[config.mk]
export PLATFORM = sky130hd
export DESIGN_NAME = ad9467_capture_ctrl
export DESIGN_NICKNAME = d
export VERILOG_FILES = /design/src/rtl/ad9467fmc_pkg.sv /design/src/rtl/ad9467_sync_edge.sv /design/src/rtl/ad9467_capture_ctrl.sv
export SDC_FILE = /design/constraint.sdc
export NUM_CORES = 1
export LEC_CHECK = 0
export BUFFER_PORTS_ARGS = -buffer_cell sky130_fd_sc_hd__buf_2
export CORE_MARGIN = 2
export CORE_UTILIZATION = 37
export CTS_CLUSTER_SIZE = 30
export DETAILED_ROUTE_END_ITERATION = 8
export SYNTH_ARGS = -nofsm -noshare
export SYNTH_HDL_FRONTEND = slang
export SYNTH_HIERARCHICAL = 1
export SYNTH_SLANG_ARGS = --single-unit
[constraint.sdc]
create_clock -name m_aclk -period 9 [get_ports m_aclk]
set_input_delay 1.8 -clock m_aclk [delete_from_list [all_inputs] [get_ports m_aclk]]
set_output_delay 1.8 -clock m_aclk [all_outputs]
set_load 0.02 [all_outputs]
[src/rtl/ad9467fmc_pkg.sv]
// ad9467fmc_pkg: shared capture state encoding and default widths
package ad9467fmc_pkg;
  localparam int DEF_DATA_W = 16;
  localparam int DEF_LEN_W  = 16;
  localparam int DEF_NFRM_W = 16;
  typedef enum logic [2:0] {
    ST_IDLE,
    ST_ARMED,
    ST_CAPTURE,
    ST_FLUSH,
    ST_DONE
  } capture_state_t;
endpackage

[src/rtl/ad9467_sync_edge.sv]
// ad9467_sync_edge: 2-FF synchroniser with registered rising-edge pulse
module ad9467_sync_edge (
  input  logic i_clk,
  input  logic i_rst_n,
  input  logic i_async,
  output logic o_rise
);
  logic r_meta, r_sync, r_prev;
  // two metastability stages, then one history stage for edge detection
  always_ff @(posedge i_clk or negedge i_rst_n) begin
    if (!i_rst_n) begin
      r_meta <= 1'b0;
      r_sync <= 1'b0;
      r_prev <= 1'b0;
    end else begin
      r_meta <= i_async;
      r_sync <= r_meta;
      r_prev <= r_sync;
    end
  end
  assign o_rise = r_sync & ~r_prev;
endmodule

[src/rtl/ad9467_capture_ctrl.sv]
// ad9467_capture_ctrl: arm/trigger capture sequencer from CDC FIFO to AXI-Stream master
module ad9467_capture_ctrl
  import ad9467fmc_pkg::*;
#(
  parameter int DATA_W = DEF_DATA_W,
  parameter int LEN_W  = DEF_LEN_W,
  parameter int NFRM_W = DEF_NFRM_W
) (
  input  logic              m_aclk,
  input  logic              m_aresetn,
  input  logic              cfg_arm,
  input  logic              cfg_abort,
  input  logic              cfg_trig_ext,
  input  logic [LEN_W-1:0]  cfg_frame_len,
  input  logic [NFRM_W-1:0] cfg_num_frames,
  input  logic              sts_clear,
  input  logic              trig_in,
  input  logic              fifo_overflow,
  input  logic              fifo_underflow,
  input  logic [DATA_W-1:0] s_axis_tdata,
  input  logic              s_axis_tvalid,
  output logic              s_axis_tready,
  output logic [DATA_W-1:0] m_axis_tdata,
  output logic              m_axis_tvalid,
  input  logic              m_axis_tready,
  output logic              m_axis_tlast,
  output logic              sts_busy,
  output logic              sts_done,
  output logic              sts_ovf,
  output logic              sts_unf,
  output logic [NFRM_W-1:0] sts_frames
);
  capture_state_t    r_state, w_next;
  logic [LEN_W-1:0]  r_beat, r_len;
  logic [NFRM_W-1:0] r_frames, r_nfrm, w_frames_inc;
  logic              r_ovf_prev, r_ovf, r_unf;
  logic              w_trig_rise, w_go, w_capture, w_flush, w_active;
  logic              w_beat, w_last, w_close, w_final, w_ovf_edge;

  ad9467_sync_edge u_trig_sync (
    .i_clk   (m_aclk),
    .i_rst_n (m_aresetn),
    .i_async (trig_in),
    .o_rise  (w_trig_rise)
  );

  assign w_go         = ~cfg_trig_ext | w_trig_rise;
  assign w_capture    = r_state == ST_CAPTURE;
  assign w_flush      = r_state == ST_FLUSH;
  assign w_active     = w_capture | w_flush;
  assign w_beat       = w_active & s_axis_tvalid & m_axis_tready;
  assign w_last       = w_capture & (r_beat == r_len - LEN_W'(1));
  assign w_close      = w_last | w_flush;
  assign w_frames_inc = r_frames + NFRM_W'(1);
  assign w_final      = (r_nfrm != '0) & (w_frames_inc == r_nfrm);
  assign w_ovf_edge   = fifo_overflow & ~r_ovf_prev;

  // state register
  always_ff @(posedge m_aclk or negedge m_aresetn) begin
    if (!m_aresetn) r_state <= ST_IDLE;
    else            r_state <= w_next;
  end

  // next-state: a closing beat beats abort/overflow, and abort on it skips DONE
  always_comb begin
    w_next = r_state;
    case (r_state)
      ST_IDLE:    w_next = cfg_arm ? ST_ARMED : ST_IDLE;
      ST_ARMED:   w_next = cfg_abort ? ST_IDLE : w_go ? ST_CAPTURE : ST_ARMED;
      ST_CAPTURE: begin
        if (w_beat && w_last)            w_next = cfg_abort ? ST_IDLE : w_final ? ST_DONE : ST_CAPTURE;
        else if (cfg_abort || w_ovf_edge) w_next = ST_FLUSH;
      end
      ST_FLUSH:   w_next = w_beat ? ST_IDLE : ST_FLUSH;
      ST_DONE:    w_next = ST_IDLE;
      default:    w_next = ST_IDLE;
    endcase
  end

  // beat/frame counters and capture configuration snapshot
  always_ff @(posedge m_aclk or negedge m_aresetn) begin
    if (!m_aresetn) begin
      r_beat   <= '0;
      r_len    <= '0;
      r_nfrm   <= '0;
      r_frames <= '0;
    end else begin
      if (r_state == ST_IDLE && cfg_arm) begin
        r_frames <= '0;
        r_beat   <= '0;
      end
      if (r_state == ST_ARMED && !cfg_abort && w_go) begin
        r_len  <= (cfg_frame_len == '0) ? LEN_W'(1) : cfg_frame_len;
        r_nfrm <= cfg_num_frames;
        r_beat <= '0;
      end
      if (w_beat) begin
        r_beat   <= w_close ? '0 : r_beat + LEN_W'(1);
        r_frames <= (w_close && r_frames != '1) ? w_frames_inc : r_frames;
      end
    end
  end

  // sticky FIFO status; a set in the clearing cycle keeps the flag
  always_ff @(posedge m_aclk or negedge m_aresetn) begin
    if (!m_aresetn) begin
      r_ovf_prev <= 1'b0;
      r_ovf      <= 1'b0;
      r_unf      <= 1'b0;
    end else begin
      r_ovf_prev <= fifo_overflow;
      r_ovf      <= fifo_overflow | (r_ovf & ~sts_clear);
      r_unf      <= fifo_underflow | (r_unf & ~sts_clear);
    end
  end

  assign m_axis_tvalid = w_active & s_axis_tvalid;
  assign s_axis_tready = w_active ? m_axis_tready : 1'b1;
  assign m_axis_tdata  = w_active ? s_axis_tdata : '0;
  assign m_axis_tlast  = w_close;
  assign sts_busy      = r_state != ST_IDLE;
  assign sts_done      = r_state == ST_DONE;
  assign sts_ovf       = r_ovf;
  assign sts_unf       = r_unf;
  assign sts_frames    = r_frames;
endmodule

== Word level (Yosys, flattened, before mapping) ==
Cells that the tools add are included.
Word-level totals
  flip-flop bits (word level): 73
  input bits: 59
  output and inout bits: 39
  logic and storage cells: 72
Cells by class
  add/sub/neg operators: 3
  eq/ne operators: 9
  muxes and demuxes: 18
  bitwise operators: 17
  reductions and logical operators: 14
Operator list (number)
  $mux 16: 8
  $add 16x1->16 const B: 2
  $eq 16x16->1: 2
  $logic_not 16->1: 1
  $ne 16x16->1 const B: 1
  $reduce_bool 16->1: 1
  $sub 16x1->16 const B: 1
  $mux 3: 4
  $pmux 3 s4: 1
  $and 1x1->1: 8
  $eq 3x2->1 const B: 2
  $mux 2: 3
  $reduce_bool 3->1: 2
  $logic_and 1x1->1: 5
  $or 1x1->1: 5
  $not 1->1: 4
  $eq 3x1->1 const B: 1
  $eq 3x3->1 const B: 1
  $logic_not 3->1: 1
  $ne 3x1->1 const B: 1
  $mux 1: 2
  $ne 2x1->1 const B: 1
  $reduce_and 2->1: 1
  $reduce_bool 2->1: 1
  other kinds (2): 2

== Depth between registers and ports, before layout ==
  word-level depth: 7
  gate-level depth with buffers: 11

== Hierarchy ==
The synthesis kept the hierarchy.
Modules (own cells, without submodules)
  ad9467_capture_ctrl: times used 1, cells each 463, area an instance 4428.0 µm², sequential area each 1751.7 µm²
  ad9467_sync_edge: times used 1, cells each 4, area an instance 88.8 µm², sequential area each 75.1 µm²

== Worst setup path after synthesis ==
OpenSTA, ideal clock, no wires.
  path kind: reg-to-output
  start: reg r_len[0]
  end: out m_axis_tlast
  arrival: 2291 ps
  slack: 4909 ps
  cell stages (with the launch flop): 8
  cells stage by stage: dfrtp_1 > inv_1 > ha_1 > or3b_4 > or3_4 > a2111oi_4 > nand4_2 > nand2_1
On the way
  longest elaborated chain between the ends: 4
Ends and longest elaborated chain
  start, declared: RTL line ad9467_capture_ctrl.sv:34  | logic [LEN_W-1:0] r_beat, r_len;
  start signal, assigned: RTL line ad9467_capture_ctrl.sv:93  | r_len <= (cfg_frame_len == '0) ? LEN_W'(1) : cfg_frame_len;
  $sub 16x1->16: RTL line ad9467_capture_ctrl.sv:52  | assign w_last = w_capture & (r_beat == r_len - LEN_W'(1));
  $eq 16x16->1: RTL line ad9467_capture_ctrl.sv:52
  $and 1x1->1: RTL line ad9467_capture_ctrl.sv:52
  $or 1x1->1: RTL line ad9467_capture_ctrl.sv:53  | assign w_close = w_last | w_flush;
  end, declared: RTL line ad9467_capture_ctrl.sv:26  | output logic m_axis_tlast,
Every way passes these cells.

== Worst setup path in the final report ==
Ends and elaborated chain as after synthesis.

==> run_results.csv <==
group,metric,value,unit
run_status,status,"completed",
setup_path,rr_endpoint,"sts_frames[3]",
power,p_int,0.000952,W
global_route,first_global_vias,3554,
synthesis,synth_cells,467,
floorplanning,die_area,13100,µm²
setup_path,cp_slowest_cell,"dfrtp_1",
final_layout,layout.cells.non_filler,711,
timing,fmax,0.213,GHz
synthesis,ys_types,62,
timing,setup_viol,0,
cts,path_clk_slew,0.05,ns
timing,slew_headroom,37.7,%
place,portBuffers,97,
synthesis,synth_area_per_cell,9.67,µm²
setup_path,cp-start-kind,"register",
detailed_routing,vias,3857,
place,routabilityCongestion,0.874,
synthesis,synth_top_flop_cell,"dfrtp_1",
worst_hold_path,whs_path_depth,0,
global_route,grt_pass1_wl,18100,µm
cts,cts_buffers,9,
synthesis,synth_edf_count,0,
detailed_routing,vias_per_cell,5.42,
floorplanning,num_rows,40,
synthesis,synthesis.nets,529,
timing,fin_ws,4.31,ns
synthesis,synth-async-reset-ratio,100,%
detailed_routing,route.detailed.drc,0,
cts,clock_sinks,73,
synthesis,yosysWarnings,6,
place,post-place-ws,4.68,ns
worst_hold_path,holdPathEnd,"u_trig_sync/r_sync",
detailed_routing,wirelength,10900,µm
timing,hold_violations,0,
worst_hold_path,hold_path_startpoint,"u_trig_sync/r_meta",
floorplanning,ios,98,
setup_path,rr_startpoint,"r_len[0]",
floorplanning,core-area,12000,µm²
place,dp.cells,697,
synthesis,synth_area_leaders,"dfrtp_1 (40%), mux2_2 (8.7%), xnor2_1 (6.6%)",
power,irDropWorstVdd,119,µV
setup_path,arrival,2.89,ns
setup_path,reg2reg_slack,5.48,ns
global_route,grt_max_degree,74,
final_layout,fill_cells,1113,
setup_path,cp_top_family,"simple AND/OR/NAND/NOR gates",
setup_path,critPathBufInv,2,
power,switching_power,0.000596,W
power,seq_power_share,37.0,%
setup_path,crit_fanout,5,
synthesis,syn_area,4520,µm²
cts,cts_tree,"done",
cts,cts_root_buf,"clkbuf_16",
setup_path,rr_worst_depth,9,
setup_path,cp_slowest_stage_delay,0.44,ns
power,p_per_area,285,nW/µm²
global_route,grt_antenna_before_repair,0,
synthesis,ys_seq_area_share,40.4,%
power,sw_frac_of_total,38.5,%
cts,cts_max_level,3,
timing,skew,0.00642,ns
synthesis,synth_largest_area_cell,"dfrtp_1",
floorplanning,die_w,114,µm
global_route,grtUsageTotal,17.4,%
detailed_routing,wl_per_cell,15.4,µm
job,drv_cap,0,
setup_path,endpoint_kind,"output port",
final_layout,drive_gt1_share,29.3,%
place,place_area,5130,µm²
timing,slew_violations,0,
global_route,grt_overflow,0,
timing,rsz0062_at_grt,"no",
power,p_leak,2.45,nW
cts,clk_latency,0.33,ns
cts,cts_hold_buf,0,
setup_path,crit_type,"reg -> out",
place,dp_hpwl,8110,µm
floorplanning,die_y,114,µm
timing,worstMarginPinSlew,0.935,ns
cts,cts_max_path_buffers,2,
final_layout,finish.instance_area,5430,µm²
final_layout,synthToLayoutAreaGrowth,20.2,%
timing,fin_crit,4.69,ns
synthesis,yosys-top-cells-count,"dfrtp_1 (73), mux2_2 (35), xnor2_1 (34), o21ai_0 (33), nand2_1 (30)",
setup_path,required,7.20,ns
detailed_routing,dr.pass1.iters,5,
detailed_routing,drtIter0Drc,256,
synthesis,yosysMostFrequentCell,"dfrtp_1",
final_layout,fin_util,45.4,%
final_layout,fin_nets,623,
final_layout,antenna_cells,0,
detailed_routing,drtAntennaViolNets,0,
cts,postCtsSetupBuffers,0,
cts,cts_resized,0,
timing,period_share,52.1,%
synthesis,yosysTopAreaCellShare,40.4,%
power,power_frac_clock,23.9,%
synthesis,ys_ff_latch,73,
setup_path,crit_chain,"inv_1 > ha_1 > or3b_4 > or3_4 > a2111oi_4 > nand4_2 > nand2_1 > buf_2",
timing,setup_tns,0,ns
power,combPwrFrac,39.2,%
floorplanning,start_util,37.8,%
worst_hold_path,hp-class,"reg -> reg",
-- layout by cell type (no fill, tap or decap), drive strengths merged, types with 3 or more instances in the layout --
master and n:
a221o 7, a21o 3, nor2 28, nor4 17, xnor2 34, inv 18
dfrtp 73, buf 101, or4 7, a22o 5, nor3b 4, nand2 30
and3 17, clkbuf 11, o21ai 34, nand2b 4, a21oi 12, ha 3
nor3 15, nand4 5, or3 5, mux2 35, and2 18, nor2b 4
nand3 26, xor2 15
-- power by group through the flow --
| stage | logic [W] | clock network, W | registers (W) |
|---|---|---|---|
| 2_1_floorplan | 0.000479 | 0 | 0.000539 |
| 3_3_place_gp | 0.000592 | 0 | 0.000572 |
| 3_5_place_dp | 0.000605 | 0 | 0.000577 |
| 4_1_cts | 0.000608 | 0.000379 | 0.000572 |
| 5_1_grt | 0.000667 | 0.000394 | 0.000592 |
| 6_report | 0.000607 | 0.000370 | 0.000572 |
-- logic make-up after synthesis --
group,share of synthesized area (%)
AND/OR/NAND/NOR,24.0
buffers and inverters,3.46
adder cells (fa/ha/maj),0.831
multiplexers,8.95
AO/OA/AOI/OAI,12.8
flip-flops,40.4
XOR/XNOR,9.50
-- how the worst max path moves through the flow --
stage                  start           end  slack, ns  depth (start not counted)
floorplan           r_len[0]  m_axis_tlast       4.91                          7
global placement    r_len[0]  m_axis_tlast       4.72                          8
global route        r_len[0]  m_axis_tlast       4.15                          8
CTS                 r_len[0]  m_axis_tlast       4.29                          8
detailed placement  r_len[0]  m_axis_tlast       4.68                          8
finish              r_len[0]  m_axis_tlast       4.31                          8
-- sequential cells by signal, summed over array words and instances, names as in the netlist --
register / count
r_beat: 16
r_len: 16
r_nfrm: 16
sts_frames: 16
r_state: 3
r_ovf_prev: 1
sts_ovf: 1
sts_unf: 1
u_trig_sync/r_meta: 1
u_trig_sync/r_prev: 1
u_trig_sync/r_sync: 1
-- per-stage QoR --
step | power, W | hold WS (ns)
after CTS | 0.00156 | 0.363
after floorplan | 0.00102 | 0.331
after detailed placement | 0.00118 | 0.351
after global routing | 0.00165 | 0.377
after global placement | 0.00116 | 0.334
final | 0.00155 | 0.359
-- layout make-up --
| type | count | area (µm²) | share of cell area [%] |
|---|---|---|---|
| multi-input cells | 358 | 2530 | 46.7 |
| flip-flops and latches | 73 | 1830 | 33.7 |
| repair buffers | 101 | 515 | 9.50 |
| clock buffers | 11 | 233 | 4.29 |
| well taps | 147 | 184 | 3.39 |
| clock inverters | 3 | 67.6 | 1.24 |
| inverters | 18 | 67.6 | 1.24 |
-- routing by layer --
| metal | share of wire, % | up-vias | GRT usage, % |
|---|---|---|---|
| met3 | 5.3 | 6 | 3.28 |
| met5 | 0 | - | 0 |
| li1 | - | 1883 | - |
| met1 | 48 | 1848 | 24.6 |
| met2 | 46 | 120 | 26.4 |
| met4 | 0.75 | 0 | 6.34 |
(Power assumes the default switching activity.)
